==> src/rtl/rom_reader_defs.sv <==
// rom_reader_defs: chip widths, default op codes and FSM encodings for the PROM reader
package rom_reader_defs;
  localparam int IP3604_DATA_WIDTH = 8;
  localparam int IP3604_ADDRESS_WIDTH = 9;
  localparam int IP3601_DATA_WIDTH = 4;
  localparam int IP3601_ADDRESS_WIDTH = 8;
  localparam logic [3:0] OP_READ_DEFAULT = 4'b1100;
  localparam logic [3:0] OP_IDLE_DEFAULT = 4'b1111;
  typedef logic [2:0] state_t;
  localparam state_t ST_IDLE = 3'd0;
  localparam state_t ST_SETTLE = 3'd1;
  localparam state_t ST_CAPTURE = 3'd2;
  localparam state_t ST_PRESENT = 3'd3;
  localparam state_t ST_DONE = 3'd4;
endpackage

==> src/rtl/rom_settle_timer.sv <==
// rom_settle_timer: loadable 8-bit down-counter, expired while the count is zero
module rom_settle_timer (
  input  logic       clk,
  input  logic       reset,
  input  logic       load,
  input  logic       enable,
  input  logic [7:0] load_value,
  output logic       expired
);
  logic [7:0] count;
  always_ff @(posedge clk or posedge reset)
    if (reset) count <= '0;
    else if (load) count <= load_value;
    else if (enable && count != 8'd0) count <= count - 8'd1;
  assign expired = count == 8'd0;
endmodule

==> src/rtl/rom_scan_controller.sv <==
// rom_scan_controller: steps a bipolar PROM through an address range and streams {address, data}
module rom_scan_controller
  import rom_reader_defs::*;
#(
  parameter int         DATA_WIDTH    = IP3604_DATA_WIDTH,
  parameter int         ADDRESS_WIDTH = IP3604_ADDRESS_WIDTH,
  parameter int         SETTLE_CYCLES = 4,
  parameter logic [3:0] OP_READ       = OP_READ_DEFAULT,
  parameter logic [3:0] OP_IDLE       = OP_IDLE_DEFAULT
) (
  input  logic                     clk,
  input  logic                     reset,
  input  logic                     start,
  input  logic                     single,
  input  logic                     abort,
  input  logic [ADDRESS_WIDTH-1:0] start_address,
  input  logic [ADDRESS_WIDTH-1:0] end_address,
  input  logic [DATA_WIDTH-1:0]    chip_data_in,
  output logic [ADDRESS_WIDTH-1:0] chip_address,
  output logic [3:0]               chip_operation,
  output logic [DATA_WIDTH-1:0]    out_data,
  output logic [ADDRESS_WIDTH-1:0] out_address,
  output logic                     out_valid,
  input  logic                     out_ready,
  output logic                     busy,
  output logic                     done
);
  localparam logic [7:0] SETTLE_LOAD = 8'(SETTLE_CYCLES - 1);
  state_t state, nxt;
  logic [ADDRESS_WIDTH-1:0] end_q;
  logic single_q, expired, launch, advance, last;
  assign last = single_q || chip_address == end_q;
  always_comb
    nxt = (state != ST_IDLE && abort) ? ST_IDLE :
          state == ST_IDLE    ? ((start && !abort) ? ST_SETTLE : ST_IDLE) :
          state == ST_SETTLE  ? (expired ? ST_CAPTURE : ST_SETTLE) :
          state == ST_CAPTURE ? ST_PRESENT :
          state == ST_PRESENT ? (!(out_valid && out_ready) ? ST_PRESENT : last ? ST_DONE : ST_SETTLE) :
          ST_IDLE;
  assign launch  = state == ST_IDLE && nxt == ST_SETTLE;
  assign advance = state == ST_PRESENT && nxt == ST_SETTLE;
  rom_settle_timer u_timer (
    .clk        (clk),
    .reset      (reset),
    .load       (launch || advance),
    .enable     (state == ST_SETTLE),
    .load_value (SETTLE_LOAD),
    .expired    (expired)
  );
  // outputs are registered from the next state so they line up with the state change
  always_ff @(posedge clk or posedge reset)
    if (reset) begin
      state          <= ST_IDLE;
      chip_address   <= '0;
      chip_operation <= OP_IDLE;
      out_data       <= '0;
      out_address    <= '0;
      out_valid      <= 1'b0;
      busy           <= 1'b0;
      done           <= 1'b0;
      end_q          <= '0;
      single_q       <= 1'b0;
    end else begin
      state          <= nxt;
      busy           <= nxt != ST_IDLE;
      out_valid      <= nxt == ST_PRESENT;
      done           <= nxt == ST_DONE;
      chip_operation <= (nxt == ST_IDLE || nxt == ST_DONE) ? OP_IDLE : OP_READ;
      if (launch) begin
        chip_address <= start_address;
        end_q        <= end_address;
        single_q     <= single;
      end else if (advance) chip_address <= chip_address + ADDRESS_WIDTH'(1);
      if (state == ST_CAPTURE) begin
        out_data    <= chip_data_in;
        out_address <= chip_address;
      end
    end
endmodule

==> config.mk <==
export PLATFORM = sky130hd
export DESIGN_NAME = rom_scan_controller
export DESIGN_NICKNAME = d
export VERILOG_FILES = /design/src/rtl/rom_reader_defs.sv /design/src/rtl/rom_settle_timer.sv /design/src/rtl/rom_scan_controller.sv
export SDC_FILE = /design/constraint.sdc
export NUM_CORES = 1
export LEC_CHECK = 0
export ABC_CLOCK_PERIOD_IN_PS = 4400
export CAP_MARGIN = 15
export CORE_MARGIN = 2
export CORE_UTILIZATION = 50
export CTS_BUF_LIST = sky130_fd_sc_hd__clkbuf_8
export DETAILED_ROUTE_END_ITERATION = 12
export DONT_BUFFER_PORTS = 1
export GPL_TIMING_DRIVEN = 0
export SLEW_MARGIN = 10
export SYNTH_ARGS = -nofsm -noshare
export SYNTH_HDL_FRONTEND = slang
export SYNTH_SLANG_ARGS = --single-unit
==> constraint.sdc <==
create_clock -name clk -period 4.4 [get_ports clk]
set_input_delay 0.44 -clock clk [delete_from_list [all_inputs] [get_ports clk]]
set_output_delay 0.44 -clock clk [all_outputs]
set_load 0.05 [all_outputs]
; ---- After elaboration in Yosys (flattened, before gate mapping)
; Cells that the tools add are included.
[totals]
register_bits = 53
output_inout_bits = 33
[op_classes]
addsub = 2
eq_ne = 7
mux = 14
reduce_logical = 18
[op_table]
columns = op, count
row1 = 2-to-1 mux 3 bit, 7
row2 = 2-to-1 mux 9 bit, 2
row3 = 2-to-1 mux 8 bit, 2
row4 = "adder 9 x 1 -> 9 bit, second input constant", 1
row5 = "equality test 3 x 2 -> 1 bit, second input constant", 3
row6 = equality test 9 bit, 1
row7 = logical NOT 8 bit, 1
row8 = nonzero test 8 bit, 1
row9 = "subtractor 8 x 1 -> 8 bit, second input constant", 1
row10 = "equality test 3 x 1 -> 1 bit, second input constant", 2
row11 = logical AND 1 bit, 6
row12 = logical NOT 3 bit, 2
row13 = nonzero test 3 bit, 2
row14 = 2-to-1 mux 2 bit, 2
row15 = nonzero test 2 bit, 2
row16 = "equality test 3 bit, second input constant", 1
row17 = logical OR 1 bit, 3
row18 = logical NOT 1 bit, 1
row19 = 2-to-1 mux 1 bit, 1

; ---- Depth between registers and ports, before layout
; Gate-level depths: netlist (run 1).
[depth]
depth_word = 13
ltp_mapped = 8

; ---- Modules after synthesis
; A second synthesis (run 1) with hierarchy kept.
[unflattened]
hier_cells = 231
hier_area_um2 = 2593.7
[by_module_without_submodules]
columns = module, n_inst, cells_each, area_per_inst_um2
row1 = rom_scan_controller, 1, 178, 2098.3
row2 = rom_settle_timer, 1, 53, 495.5

; ---- Least setup slack after synthesis (run 1)
; No wires, ideal clock.
[synth_path]
path_type = reg2reg
start = register chip_address[3]
end = register chip_address[1]
setup_time_ns = 0.128
t_arrival_ns = 1.969
required_time_ns = 4.272
setup_slack_ns = 2.304
path_stages_with_launch = 7
period_less_slack_ns = 2.096
path_cell_list = dfrtp_1 > buf_2 > xnor2_2 > nand4_2 > o41ai_4 > a21oi_2 > mux2_1
[synth_between]
elab_chain_len = 12
word_cells_on_any_way = 14
cone_classes = eq/ne (2) / mux (8) / reduce/logical (4)
[synth_rtl]
columns = element, line
row1 = start: declaration, rom_scan_controller.sv:19  ; output logic [ADDRESS_WIDTH-1:0] chip_address,
row2 = start signal: assignment, rom_scan_controller.sv:70  ; chip_address <= start_address;
row3 = start signal: assignment, rom_scan_controller.sv:73  ; end else if (advance) chip_address <= chip_address + ADDRESS_WIDTH'(1);
row4 = equality test 9 bit *, rom_scan_controller.sv:32  ; assign last = single_q || chip_address == end_q;
row5 = logical OR 1 bit *, rom_scan_controller.sv:32
row6 = 2-to-1 mux 3 bit * (3 in series), rom_scan_controller.sv:38  ; state == ST_PRESENT ? (!(out_valid && out_ready) ? ST_PRESENT : last ? ST_DONE : ST_SETTLE) :
row7 = 2-to-1 mux 3 bit *, rom_scan_controller.sv:37  ; state == ST_CAPTURE ? ST_PRESENT :
row8 = 2-to-1 mux 3 bit *, rom_scan_controller.sv:36  ; state == ST_SETTLE ? (expired ? ST_CAPTURE : ST_SETTLE) :
row9 = 2-to-1 mux 3 bit *, rom_scan_controller.sv:35  ; state == ST_IDLE ? ((start && !abort) ? ST_SETTLE : ST_IDLE) :
row10 = 2-to-1 mux 3 bit *, rom_scan_controller.sv:34  ; nxt = (state != ST_IDLE && abort) ? ST_IDLE :
row11 = equality test 3 x 1 -> 1 bit *, "rom_scan_controller.sv:40, rom_scan_controller.sv:41"
row12 = "logical AND 1 bit, on equally long branches", "rom_scan_controller.sv:40, rom_scan_controller.sv:41"
row13 = 2-to-1 mux 9 bit / nonzero test 2 bit (equally long branches), n/a
; Mark *: on every way between the ends. The rest lies on a longest branch, timed or not.
; A chain may end at the register's enable or synchronous reset.

; ---- Worst setup path after layout (run 1)
[layout_path]
start = register chip_address[3]
end = register chip_address[7]
[layout_between]
elab_chain_len = 12
word_cells_on_any_way = 16
cone_classes = add/sub (1) / eq/ne (2) / mux (9) / reduce/logical (4)
[layout_rtl]
columns = element, line
row1 = equality test 9 bit, rom_scan_controller.sv:32
row2 = logical OR 1 bit, rom_scan_controller.sv:32
row3 = 2-to-1 mux 3 bit (3 in series), rom_scan_controller.sv:38
row4 = 2-to-1 mux 3 bit, rom_scan_controller.sv:37
row5 = 2-to-1 mux 3 bit, rom_scan_controller.sv:36
row6 = 2-to-1 mux 3 bit, rom_scan_controller.sv:35
row7 = 2-to-1 mux 3 bit, rom_scan_controller.sv:34
row8 = equality test 3 x 1 -> 1 bit, "rom_scan_controller.sv:40, rom_scan_controller.sv:41"
row9 = "logical AND 1 bit, on equally long branches", "rom_scan_controller.sv:40, rom_scan_controller.sv:41"
row10 = 2-to-1 mux 9 bit / nonzero test 2 bit (equally long branches), n/a
; Several ways; a longest one is shown, not always the timed one. The select of a mux whose other input is x is not followed.

==> metrics.txt, run 1 <==
Final min period=2310 ps; measured slew at the worst slew-check pin=741 ps; status=complete, no violations; Final HPWL DP=about 3800 um; IO Pins=65; P per Cell Area=about 770 nW/um^2; initial antenna violation count=0; Die ar.=about 5700 um^2; RSZ-0062 raised after global routing=false; 1st-pass router iterations=4; Seq cells post-synth=51; global placer's final weighted congestion=0.842; Crit-path slowest cell=dfrtp_1; Skew-Pair Late Insertion Delay=just over 300 ps; Syn-to-layout area delta=8.53%; crit path DAT=2500 ps; Max rail drop VDD=0.264 mV; final-report setup violation count=0; TritonCTS Buffers=5; CTS tree=yes; DRC=0; Hold Path Class=input pin to async pin; CP Cell Sequence=buf_2 -> xnor2_2 -> nand4_2 -> o41ai_4 -> buf_6 -> a211oi_1 -> o22a_1; H-tree level count=2; clock buffer depth=2; vias in the first global route=1750; ys async rst share=100%; Max transition margin=about half; Port Buffers=0; placed insts=310; Hold Vio Cnt, Final=0; Finished Layout Cells=between 300 and 400; Hold Buf Count CTS=0; Die W=approximately 75 um; via-per-instance ratio=approximately 5.5; Clk pin slew, worst setup/hold paths=100 ps; critical path required time=4590 ps; CTS resizes=0; number of diodes=0; post-CTS setup buffers=0; first-pass GRT wire length=8540 um; pins over their slew limit=0; EDFF count, synth=0; Num Clock Sinks=51; fin area=approximately 2800 um^2; leakage=roughly 1.2 nW; fin crit share=between 50% and 60%; Fmax achieved=between 400 and 500 MHz; Die H=75.5 um; prevailing post-synth register cell=dfrtp_1; DP Area=2670 um^2; maximum fanout along the worst path=10; Synth Instances=238; gr ovfl total=0; fin nets=281; Mean Syn Cell Area=10.7 um^2; yosys warns=0; DR WL/cell=16.5 um; core area=5010 um^2; post-synthesis sequential area ratio=about half; GR Util All Layers=approximately 20%; kind of critical path=register to register; synth unique cells=56; num rows=26; Max-Cap Viols=0; final WL=5240 um; Post-Route Utilization=55.3%; layout cells sized above 1=20.2%; Startpoint Class=register; number of fill cells in the layout=484; pin count of the biggest net entering global routing=28; CTS Root Cell=clkbuf_8; TNS Setup=0 ps; Worst Setup End Kind=register; slowest stage delay, CP=660 ps; post-synthesis instance area=2550 um^2; Antenna Nets Post-Route=0; Initial DRC Count=112; Worst Skew=8.96 ps; Starting Density=about half; via count=between 1500 and 2000
-- worst max-delay path, delay by kind of cell, from the launching register on --
| kind | cells | cell delay (ps) |
|---|---|---|
| simple gates | 1 | 140 |
| flops | 1 | 660 |
| xor+xnor | 1 | 140 |
| buf+inv | 2 | 510 |
| compound gates | 3 | 750 |
-- cell usage after synthesis (3+ instances only) --
| library cell | count | area, um^2 |
|---|---|---|
| mux2_2 | 17 | 191 |
| a2bb2oi_1 | 4 | 35.0 |
| nor2_1 | 23 | 86.3 |
| buf_6 | 3 | 33.8 |
| inv_1 | 7 | 26.3 |
| xor2_1 | 8 | 70.1 |
| buf_2 | 4 | 20.0 |
| nand2b_1 | 3 | 18.8 |
| xnor2_1 | 6 | 52.6 |
| nand2_1 | 39 | 146 |
| a211oi_1 | 5 | 37.5 |
| nor3_1 | 4 | 20.0 |
| nand3_1 | 8 | 40.0 |
| buf_4 | 4 | 30.0 |
| dfrtp_1 | 50 | 1250 |
-- flip-flops by register name (all words and copies together), names as in the netlist --
| signal | cells |
|---|---|
| out_data | 8 |
| out_address | 9 |
| busy | 1 |
| end_q | 9 |
| done | 1 |
| u_timer.count | 8 |
| chip_operation | 1 |
| chip_address | 9 |
| single_q | 1 |
| state | 3 |
| out_valid | 1 |
-- cells by family (layout without fill, tap and decap cells) --
kind of cell | Yosys count | in the layout | share of synthesized area (%)
flops | 51 | 51 | 50.0
fa+ha+maj | 2 | 2 | 0.980
mux | 19 | 19 | 8.33
xor+xnor | 16 | 16 | 6.08
compound gates | 36 | 36 | 12.5
other cells | 1 | 2 | 0.147
simple gates | 92 | 92 | 17.2
buf+inv | 21 | 29 | 4.75
-- through the flow --
| stage | hold slack [ps] | setup slack (ps) | power (mW) |
|---|---|---|---|
| after global placement | 482 | 2110 | 1.80 |
| final | 44.7 | 2090 | 2.13 |
| after floorplan | 465 | 2300 | 1.68 |
| after global routing | 80.0 | 1960 | 2.27 |
| after CTS | 60.7 | 2070 | 2.14 |
| after detailed placement | 399 | 2110 | 1.82 |
-- layer usage --
| metal | part of all wire [%] | vias up | GRT usage (%) | wire length, um |
|---|---|---|---|---|
| met4 | 2.1 | 0 | 7.21 | 108 |
| li1 | - | 842 | - | - |
| met2 | 45 | 53 | 30.4 | 2350 |
| met5 | 0 | - | 0 | 0 |
| met1 | 47 | 827 | 27.7 | 2470 |
| met3 | 5.8 | 9 | 5.69 | 305 |
-- layout by cell type (no fill, tap or decap), types with 3 or more instances in the layout --
cell type | synthesis | layout
a211oi_1 | 5 | 5
a2bb2oi_1 | 4 | 4
buf_2 | 4 | 4
buf_4 | 4 | 4
buf_6 | 3 | 3
clkbuf_8 | 0 | 5
dfrtp_1 | 50 | 50
inv_1 | 7 | 6
mux2_2 | 17 | 17
nand2_1 | 39 | 39
nand2b_1 | 3 | 3
nand3_1 | 8 | 8
nor2_1 | 23 | 23
nor3_1 | 4 | 4
xnor2_1 | 6 | 6
xor2_1 | 8 | 8
-- path summary, 6_finish.rpt --
kind,start,end,slack [ps],depth (start not counted)
max reg2reg,chip_address[3]$_DFFE_PP0P_,chip_address[7]$_DFFE_PP0P_,2090,7
min,reset,end_q[1]$_DFFE_PP0P_,40,1
min in group clk,abort,state[2]$_DFF_PP0_,190,1
max in group asynchronous,reset,chip_operation[0]$_DFF_PP1_,3740,2
max,chip_address[3]$_DFFE_PP0P_,chip_address[7]$_DFFE_PP0P_,2090,7
min reg2reg,end_q[7]$_DFFE_PP0P_,end_q[7]$_DFFE_PP0P_,510,2
-- area by class of cell --
| type | count | area [um^2] | share of cell area, % |
|---|---|---|---|
| timing repair buffer | 1 | 20.0 | 0.722 |
| clock inverter | 2 | 37.5 | 1.35 |
| tap | 70 | 87.6 | 3.16 |
| inverter | 7 | 26.3 | 0.948 |
| multi-input combinational | 167 | 1160 | 41.8 |
| sequential | 51 | 1280 | 46.1 |
| clock buffer | 5 | 68.8 | 2.48 |
| buffer | 14 | 95.1 | 3.43 |
-- power by group --
group | switching [mW] | internal, mW | leakage [nW]
clock network | 0.158 | 0.166 | 0.0502
registers | 0.596 | 0.634 | 0.639
logic | 0.296 | 0.279 | 0.540
total | 1.05 | 1.08 | 1.23
(Power assumes the default switching activity.)
==> run 2, diff against run 1 <==
- ABC_CLOCK_PERIOD_IN_PS: 4400 -> 2100
- PLACE_DENSITY: unset -> 0.68
- clock period: 4.4 -> 2.1 ns (I/O delays scaled with it)
==> run 2 against run 1 <==
  * Clock power rose by 85%
  * Critical path depth fell by 2
  * Worst hold slack got worse by 33 ps
  * Via count rose by 1.7%
  * Clock skew fell by 2.5 ps
  * Routed wire length fell by 2.1%
  * Flip-flop and latch count did not move
  * Worst setup slack got worse by 2000 ps
  * Highest routed layer unchanged
==> metrics.txt, run 2 (synthesis results as in run 1) <==
GR Util All Layers=18.9% (was 20.1%); total power=4.42 mW (was 2.13 mW); DR WL/cell=15.8 um (was 16.5 um); Max transition margin=62.4% (was 50.4%); clock buffer depth=2 (unchanged); Hold Vio Cnt, Final=0 (unchanged); Fmax achieved=493 MHz (was 433 MHz); gr ovfl total=0 (unchanged); Final min period=2030 ps (was 2310 ps); Worst Setup Slack, final=72.8 ps (was 2090 ps); leakage=1.25 nW (was 1.23 nW); kind of critical path=register to register (unchanged); Skew-Pair Late Insertion Delay=310 ps (about the same); fin crit share=96.5% (was 52.5%); critical path required time=2300 ps (was 4590 ps); Die H=75.5 um (unchanged); DRC=0 (unchanged); vias in the first global route=1645 (was 1750); status=complete, no violations (unchanged); pins over their slew limit=0 (unchanged); Cells on Worst Hold Path=2; hold worst-path end=end_q[8]$_DFFE_PP0P_; final WL=5130 um (was 5240 um); num rows=26 (unchanged); Post-Route Utilization=57.1% (was 55.3%); Num Clock Sinks=51 (unchanged); via count=1760 (was 1731); Final HPWL DP=3720 um (was 3810 um); measured slew at the worst slew-check pin=564 ps (was 741 ps); most frequent cells in the layout=dfrtp_1 (40), nand2_1 (39), nor2_1 (22) (was dfrtp_1 (50), nand2_1 (39), nor2_1 (23)); Hold Path Origin=end_address[8]; Antenna Nets Post-Route=0 (unchanged); Die ar.=5690 um^2 (unchanged); H-tree level count=2 (unchanged); via-per-instance ratio=5.43 (was 5.46); Clk pin slew, worst setup/hold paths=90 ps (was 100 ps); maximum fanout along the worst path=7 (was 10); Die W=75.5 um (unchanged); Max rail drop VDD=0.938 mV (was 0.264 mV); TritonCTS Buffers=5 (unchanged); Worst Skew=6.48 ps (was 8.96 ps); RSZ-0062 raised after global routing=true (was false); Seq. cell area=1290 um^2 (was 1280 um^2); IO Pins=65 (unchanged); fin nets=287 (was 281); Port Buffers=0 (unchanged); Multi-input gate area=1180 um^2 (was 1160 um^2); RR Startpoint=chip_address[4]$_DFFE_PP0P_ (was chip_address[3]$_DFFE_PP0P_); CTS tree=yes (unchanged); DP Worst Slack=-181 ps (was 2110 ps); P per Cell Area=1550 nW/um^2 (was 768 nW/um^2); Syn-to-layout area delta=12.1% (was 8.53%); Top Registers=chip_address x9, end_q x9, out_address x9 (unchanged); Starting Density=51.0% (unchanged); 1st-pass router iterations=4 (unchanged); Worst R2R Path Depth=5 (was 7); Initial DRC Count=75 (was 112); Startpoint Class=register (unchanged); Hold WS=11.7 ps (was 44.7 ps); layout cells sized above 1=25.2% (was 20.2%); Max-Cap Viols=0 (unchanged); number of diodes=0 (unchanged); global placer's final weighted congestion=0.824 (was 0.842); core area=5010 um^2 (unchanged); RR Endpoint=chip_address[1]$_DFFE_PP0P_ (was chip_address[7]$_DFFE_PP0P_); Worst Setup End Kind=register (unchanged); initial antenna violation count=0 (unchanged); CTS Root Cell=clkbuf_8 (unchanged); worst reg2reg setup slack=70 ps (was 2090 ps); most common cell after layout, fill and taps aside=dfrtp_1 (unchanged); final-report setup violation count=0 (unchanged); pin count of the biggest net entering global routing=32 (was 28); number of fill cells in the layout=463 (was 484); crit path DAT=2220 ps (was 2500 ps); first-pass GRT wire length=7970 um (was 8540 um); Hold Path Class=input pin to register (was input pin to async pin)
run 2: cell types whose count changed in the layout (fill, tap and decap cells not counted), sizes merged:
cell and delta:
buf -1, clkbuf +2, clkinv +1, bufinv -1, dlygate4sd3 +6
run 2: where the power goes:
part	switching, mW	internal (mW)	leakage [nW]
clock	0.328	0.269	0.0474
sequential	1.26	1.35	0.629
combinational	0.610	0.605	0.569
run 2: worst max-delay path, stage by stage, from the launching register on:
cell	delay (ps)
dfrtp_2	570
xnor2_1	210
nand3_1	170
o41ai_4	460
a21oi_2	170
mux2_1	340
run 2: metrics by stage:
stage	setup TNS, ps	instances	instance area [um^2]
5_1_grt	-62.8	324	2860
6_report	0	324	2860
4_1_cts	0	324	2840
3_5_place_dp	-1820	310	2670
3_3_place_gp	-1560	309	2650
2_1_floorplan	0	239	2560
run 2: how the worst max path moves through the flow:
stage / startpoint / end / slack (ps)
2_1_floorplan: chip_address[3]$_DFFE_PP0P_ / chip_address[1]$_DFFE_PP0P_ / 4
3_3_place_gp: chip_address[3]$_DFFE_PP0P_ / chip_address[1]$_DFFE_PP0P_ / -170
3_5_place_dp: chip_address[3]$_DFFE_PP0P_ / chip_address[1]$_DFFE_PP0P_ / -180
4_1_cts: u_timer.count[0]$_DFFE_PP0P_ / out_valid$_DFF_PP0_ / 5
5_1_grt: u_timer.count[0]$_DFFE_PP0P_ / u_timer.count[5]$_DFFE_PP0P_ / -20
6_report: chip_address[4]$_DFFE_PP0P_ / chip_address[1]$_DFFE_PP0P_ / 70
run 2: layout make-up:
class	instances	share of cell area, %
well taps	70	3.06
clock buffers	6	2.89
clock inverters	2	0.568
repair buffers	7	2.80
plain buffers	14	3.50
multi-input cells	167	41.2
inverters	7	0.918
flip-flops and latches	51	45.1
run 2: routing by layer:
metal / vias up / track usage (%) / part of all wire [%]
li1: 853 / - / -
met1: 844 / 25.9 / 44
met2: 57 / 29.1 / 49
met3: 6 / 5.16 / 5.8
met4: 0 / 6.43 / 1.3
met5: - / 0 / 0
run 2: what timing repair did:
action,CTS,global route
hold endpoints to repair,26,0
gates resized for setup,9,7
setup buffers,0,0
hold buffers,6,0
pin swaps,1,0
endpoints found under the setup margin,22,29
